`config.mk`:
```
export PLATFORM = sky130hd
export DESIGN_NAME = onehot_pulse_decoder
export DESIGN_NICKNAME = d
export VERILOG_FILES = /design/src/rtl/onehot_pulse_decoder.sv
export SDC_FILE = /design/constraint.sdc
export NUM_CORES = 1
export LEC_CHECK = 0
export CORE_ASPECT_RATIO = 1.1
export CORE_UTILIZATION = 57
export CTS_CLUSTER_SIZE = 10
export DETAILED_ROUTE_END_ITERATION = 6
export GPL_ROUTABILITY_DRIVEN = 0
export PLACE_DENSITY = 0.83
export SLEW_MARGIN = 30
export SYNTH_ARGS = -nofsm -noshare
export SYNTH_HDL_FRONTEND = slang
export SYNTH_SLANG_ARGS = --single-unit
```
`constraint.sdc`:
```
create_clock -name clk -period 2.7 [get_ports clk]
set_input_delay 0.54 -clock clk [delete_from_list [all_inputs] [get_ports clk]]
set_output_delay 0.54 -clock clk [all_outputs]
set_load 0.01 [all_outputs]
```
`src/rtl/onehot_pulse_decoder.sv`:
```
// onehot_pulse_decoder: buffers 3-bit codes in a small FIFO and replays
// each one as a timed one-hot pulse followed by one idle gap cycle.
module onehot_pulse_decoder #(
    parameter  int DEPTH  = 4,
    parameter  int HOLD_W = 4,
    localparam int AW     = $clog2(DEPTH),
    localparam int PW     = AW + 1
) (
    input  logic              clk,
    input  logic              rst,
    input  logic              in_valid,
    output logic              in_ready,
    input  logic [2:0]        in_code,
    input  logic              in_en,
    input  logic [HOLD_W-1:0] hold_cycles,
    output logic [7:0]        y_decoder,
    output logic              out_valid,
    output logic              busy,
    output logic [AW:0]       level
);

    typedef enum logic [1:0] {
        IDLE,
        ACTIVE,
        GAP
    } state_t;

    state_t            state_q, state_d;
    logic [HOLD_W-1:0] cnt_q, cnt_d;
    logic [7:0]        y_q, y_d;

    logic [3:0]        mem [DEPTH];
    logic [PW-1:0]     wr_ptr, rd_ptr;
    logic              full, empty;
    logic              push, pop;
    logic [3:0]        head;
    logic [7:0]        head_y;

    // Wrap bit differs and index bits match: the ring is full.
    assign full  = (wr_ptr[AW] != rd_ptr[AW]) &&
                   (wr_ptr[AW-1:0] == rd_ptr[AW-1:0]);
    assign empty = (wr_ptr == rd_ptr);

    assign in_ready = !full && !rst;
    assign push     = in_valid && in_ready;
    assign pop      = (state_q == IDLE) && !empty;

    assign head   = mem[rd_ptr[AW-1:0]];
    assign head_y = head[3] ? (8'(1) << head[2:0]) : 8'h00;

    assign level     = wr_ptr - rd_ptr;
    assign out_valid = (state_q == ACTIVE);
    assign busy      = (state_q != IDLE) || !empty;
    assign y_decoder = y_q;

    // Storage array; contents are don't-care while the pointers say empty.
    always_ff @(posedge clk) begin
        if (push) begin
            mem[wr_ptr[AW-1:0]] <= {in_en, in_code};
        end
    end

    // FIFO pointers advance independently on push and pop.
    always_ff @(posedge clk or posedge rst) begin
        if (rst) begin
            wr_ptr <= '0;
            rd_ptr <= '0;
        end else begin
            if (push) begin
                wr_ptr <= wr_ptr + PW'(1);
            end
            if (pop) begin
                rd_ptr <= rd_ptr + PW'(1);
            end
        end
    end

    // Slot sequencer registers: state, hold counter and output pattern.
    always_ff @(posedge clk or posedge rst) begin
        if (rst) begin
            state_q <= IDLE;
            cnt_q   <= '0;
            y_q     <= 8'h00;
        end else begin
            state_q <= state_d;
            cnt_q   <= cnt_d;
            y_q     <= y_d;
        end
    end

    // Next slot state: load on pop, count down, then one blank gap cycle.
    always_comb begin
        state_d = state_q;
        cnt_d   = cnt_q;
        y_d     = y_q;
        unique case (state_q)
            IDLE: begin
                if (pop) begin
                    cnt_d   = hold_cycles;
                    y_d     = head_y;
                    state_d = ACTIVE;
                end
            end
            ACTIVE: begin
                if (cnt_q == '0) begin
                    y_d     = 8'h00;
                    state_d = GAP;
                end else begin
                    cnt_d = cnt_q - HOLD_W'(1);
                end
            end
            GAP: begin
                y_d     = 8'h00;
                state_d = IDLE;
            end
            default: begin
                y_d     = 8'h00;
                state_d = IDLE;
            end
        endcase
    end

endmodule

```
======== Word level (Yosys, flattened, before mapping) ========
Memories as Yosys holds them, arrays and structs flattened.
Cells that the tools add are included.
storage, ports and cells
  register bits ........................... 20
  bits in writable memories ............... 16
  memories ................................ 1
  input port bits ......................... 11
  output and inout bits ................... 14
  word-level logic and storage cells ...... 44
memories
  name  words  width  rd ports  clocked after Yosys merged registers in  write ports  RTL line  RTL
  mem   4      4      1         0                                        1            32        logic [3:0] mem [DEPTH];
cells by class
  shifts and indexed selects .............. 1
  add/subtract/negate cells ............... 4
  equality and inequality tests ........... 7
  multiplexer cells ....................... 12
  reductions and logical operators ........ 14
operators with widths
  cell                 number
  $mux 8               3
  $pmux 8 s2           1
  $mux 4               2
  $pmux 4 s2           1
  $shl 1x3->8 const A  1
  $add 3x1->3 const B  2
  $logic_and 1x1->1    4
  $logic_not 4->1      1
  $mux 2               2
  $ne 2x2->1 const B   2
  $pmux 2 s2           1
  $reduce_bool 2->1    2
  $sub 4x1->4 const B  1
  $eq 3x3->1           1
  $logic_not 1->1      3
  $reduce_and 3->1     1
  $sub 3x3->3          1
  $eq 2x1->1 const B   1
  $eq 2x2->1           1
  $logic_not 2->1      1
  $mux 1               2
  $ne 2x1->1 const B   1
  $reduce_and 2->1     1
  $logic_or 1x1->1     1
  $ne 1x1->1           1

======== Depth between registers and ports, before layout ========
  word-level depth ........................ 7
  mapped depth ............................ 6
  mapped depth without buffers ............ 6

======== Worst setup path before layout ========
Ideal clock, no wire load.
  kind .................................... register to output
  start ................................... reg wr_ptr[0]
  end ..................................... out level[2]
  cell stages (with the launch flop) ...... 5
  data required time ...................... 2.160 ns
  buffers on the path ..................... 0
  path slack .............................. 0.903 ns
  arrival ................................. 1.257 ns
  path through ............................ dfrtp_1 > inv_1 > ha_1 > fa_1 > xor2_1
on the way
  word-level cells in the longest chain between the ends .. 1
RTL lines
  what                    RTL line  RTL
  from (decl)             33        logic [PW-1:0] wr_ptr, rd_ptr;
  from (signal assigned)  70        wr_ptr <= wr_ptr + PW'(1);
  $sub 3x3->3             51        assign level = wr_ptr - rd_ptr;
  to (decl)               19        output logic [AW:0] level
No other way between the ends.

======== Worst setup path after layout ========
  start ................................... reg wr_ptr[1]
  end ..................................... out level[1]
Same word-level chain as after synthesis.

==> results.md <==
- In the routed design, unresolved DRC markers number 0.
- The maximum single-stage delay on the critical path is 0.53 ns.
- The worst path required time is 2.16 ns.
- The average vias per placed instance is 5.72.
- The overall power is 2.57 mW.
- The path type of the worst min-delay path is reg -> reg.
- Traced cell by cell, the critical path runs through inv_1 > fa_1 > inv_1 > clkdlybuf4s50_1.
- The cell at the root of the clock tree is sky130_fd_sc_hd__clkbuf_4.
- The category of the most critical setup path is reg -> out.
- Counting instances, the worst hold path has a depth of 1.
- The cell that appears most often on the critical path is sky130_fd_sc_hd__inv_1.
- Sequential cells were found to cover 57.5% of the synthesized design area.
- The number of antenna violations at the first check in global routing came to 0.
- After layout, the worst path uses 96.1% of the clock period.
- The setup slack after placement is 0.349 ns.
- The slowest stage cell on the critical path is sky130_fd_sc_hd__clkdlybuf4s50_1.
- The total overflow left after global routing is 0.
- The height of the die is 59.4 microns.
- The type of element launching the critical path is a register.
- The area used by sequential logic in the layout is 982 sq um.
- Setup slack closes at 0.104 ns.
- The number of global-route vias before repair is 1076.
- The first global-routing pass estimated 4880 microns of wire.
- Measured along the x axis, the die boundary spans 54.2 microns.
- The worst path arrival time is 2.06 ns.
- The max-slew violation total from the final report came to 0.
- The clock tree from TritonCTS is done.
- Detailed placement finished with a half-perimeter wire length of 2210 microns.
- The destination of the worst hold path is y_decoder[6].
- The floorplan row count is 20.
- The number of buffer cells added on primary ports is 24.
- In this run the standard cell core region covers 2800 sq um.
- The synthesized netlist occupies a cell area of 1710 sq um.
- In this run the worst path has a maximum fanout of 4.
- Max-cap violations in this run came to 0.
- The count of flip-flops with a built-in enable after synthesis is 16.
- The number of CTS-inserted buffers is 5.
- In this run the count of I/O pins placed on the die edge is 25.
- The largest buffer count on any clock path is 2.
- Once detail routing completed, the nets flagged for antenna violations numbered 0.
- The insertion delay to the later sink of the worst-skew pair is 0.35 ns.
- Between clock sinks in the finished design, the worst skew comes to 0.0124 ns.
- After synthesis, the netlist uses 36 different library cells.
- The tightest hold path in the finished design has a slack of 0.500 ns.
- For this design the ratio of total power to cell area is 1230 nW/um^2.
- The depth of the worst register-to-register path is 4.
- The repair_antennas step left the layout with diodes totalling 0.
- Measured against its own limit, the worst slew margin works out to 48.6%.
- The pin count of the biggest net entering global routing is 21.
- The DRC marker count from the first detailed-route iteration is 35.
- In this run the worst setup path begins at wr_ptr[1].
- The share of the core filled with cells in the final layout is 74.5%.
- The area growth from synthesis to layout is 22.4%.
- Counting flops with an async set or reset pin after synthesis yields a share of 55.6%.
- The clock-pin transition on the worst setup and hold timing paths is 0.11 ns.
- Wires add up to 2970 microns.
- The count of buffer and inverter cells on the critical path is 3.
- The detailed-route wire length per cell is 15.5 microns.
- The worst-case IR drop observed on VDD is 0.000980 V.
- The level count of the clock H-tree is 2.
- The share of layout cells above drive strength 1 is 15.2%.
- On the critical path the largest part of the delay comes from buffers and inverters.
- The run finished with clean final reports.
- The net count of the finished layout is 177.
- The number of clock sinks is 36.
- The initial utilization of the core area, before any placement, comes to 60.8%.
- The end of the worst register-to-register path is mem[3][3].
- The leakage dissipation is 0.861 nW.
- The global-route usage over all layers is 22.7%.
- Summing over every cut layer, the via total after detailed routing is 1093.
- The dominant synthesized flop cell is sky130_fd_sc_hd__dfrtp_1.
- After technology mapping, the gate count stands at 125.
- The nature of the critical path endpoint is an output port.
- The multi-input combinational cells in the finished layout cover a total of 666 sq um.
- Timing would allow up to 385 MHz.
- For the pin with the worst max-slew slack, the measured transition is 0.770 ns.
- The minimum clock period is 2.60 ns.
- After filler insertion, the fill cell instance count of the layout stands at 189.
- The critical hold path startpoint is y_decoder[6].
- Setup violations remaining at the end of the flow were counted as 0.
- The worst register-to-register path has a setup slack of 0.80 ns.
- The warning count from the yosys run is 0.
- Counting every net in the synthesized netlist gives 145.
- Averaged over all synthesized cells, the footprint is 13.6 sq um.
- Setup repair after global routing could not meet its margin everywhere.
- The hold violation count in the final report is 0.
- The beginning of the worst register-to-register path is wr_ptr[0].
- The area of the die is 3210 sq um.
- The first detailed-routing pass took 4 iterations.
- In this run, synthesis produced a sequential element count of 36.
[cell usage after synthesis, types with 2 or more instances]
master | number | share of area, %
sky130_fd_sc_hd__dfrtp_1 | 20 | 29
sky130_fd_sc_hd__edfxtp_1 | 16 | 28
sky130_fd_sc_hd__inv_1 | 16 | 3.5
sky130_fd_sc_hd__nand2_1 | 11 | 2.4
sky130_fd_sc_hd__ha_1 | 8 | 5.9
sky130_fd_sc_hd__and2_1 | 5 | 1.8
sky130_fd_sc_hd__nor2_1 | 5 | 1.1
sky130_fd_sc_hd__a32o_1 | 4 | 2.3
sky130_fd_sc_hd__o2bb2ai_1 | 4 | 2.1
sky130_fd_sc_hd__a21oi_1 | 3 | 0.88
sky130_fd_sc_hd__xor2_1 | 3 | 1.5
sky130_fd_sc_hd__a31oi_1 | 2 | 0.73
sky130_fd_sc_hd__mux4_1 | 2 | 3.1
sky130_fd_sc_hd__mux4_2 | 2 | 2.6
sky130_fd_sc_hd__nand2b_1 | 2 | 0.73
sky130_fd_sc_hd__xnor2_1 | 2 | 1.0
[flip-flops by register name, summed over array words and instances, names as in the netlist]
signal     count
wr_ptr         3
mem           16
y_decoder      8
state_q        2
cnt_q          4
rd_ptr         3
[routing by layer]
layer | part of all wire [%] | vias up | global-route usage (%)
met1 | 45 | 535 | 28.7
met4 | 2.4 | 0 | 11.4
met5 | 0 | - | 0
met2 | 48 | 31 | 34.0
li1 | - | 521 | -
met3 | 4.5 | 6 | 8.21
[cell families (layout without fill, tap and decap cells)]
kind of cell | count (synthesis) | in the layout | share of synthesized area [%]
flip-flops | 36 | 36 | 57.5
AND/OR/NAND/NOR | 29 | 29 | 8.80
adder cells (fa/ha/maj) | 9 | 9 | 7.04
AO/OA/AOI/OAI | 22 | 22 | 12.0
buffers and inverters | 17 | 50 | 4.18
XOR/XNOR | 6 | 6 | 3.52
multiplexers | 6 | 6 | 6.97
[placed cells by master (no fill, tap or decap), drive strengths merged]
master / instances
a32o: 4
o211a: 2
clkinvlp: 1
mux2: 1
nor2b: 1
clkdlybuf4s50: 23
o2bb2ai: 4
nand2b: 2
ha: 8
nor3b: 1
a31oi: 2
o31ai: 1
nand3: 1
a21oi: 3
buf: 2
o21ai: 2
dfrtp: 20
edfxtp: 16
o221a: 1
and2: 5
nor4b: 1
dlygate4sd2: 1
nor2: 6
nor3: 1
clkbuf: 5
o22ai: 1
a311oi: 1
mux2i: 1
xnor2: 2
nand2: 11
xor2: 4
fa: 1
bufinv: 1
a22o: 1
mux4: 4
inv: 17
[power breakdown]
group	switching [mW]	internal, mW	leakage, nW	total [mW]
Clock	0.192	0.198	0.0418	0.390
Sequential	0.138	0.747	0.396	0.885
Combinational	0.660	0.639	0.423	1.30
[per-stage QoR]
step	std cells	area, sq um	TNS [ns]
after floorplan	125	1710	0
after global routing	191	2090	-0.0121
final	191	2090	0
after global placement	182	1980	0
after CTS	191	2070	0
after detailed placement	182	1980	0
[what timing repair did]
action,CTS,global route
setup buffers,1,0
resized for setup,1,3
endpoints found under the setup margin,1,3
pin swaps,0,0
hold buffers,0,0
[cell type report]
cell class              count  share of cell area (%)
inverters                  16                    2.88
clock buffers               5                    1.80
multi-input cells          72                    31.9
well taps                  33                    1.98
repair buffers             26                    12.2
clock inverters             3                    2.22
flip-flops and latches     36                    47.1
[worst max-delay path by stage]
stage                to  slack (ns)  cells past startpoint
2_1_floorplan  level[2]        0.90                      4
3_3_place_gp   in_ready        0.33                      3
3_5_place_dp   level[2]        0.35                      5
4_1_cts            busy       0.006                      6
5_1_grt        level[1]       -0.01                      4
6_report       level[1]        0.10                      4
Note: power is estimated with default switching activity, not from simulation.
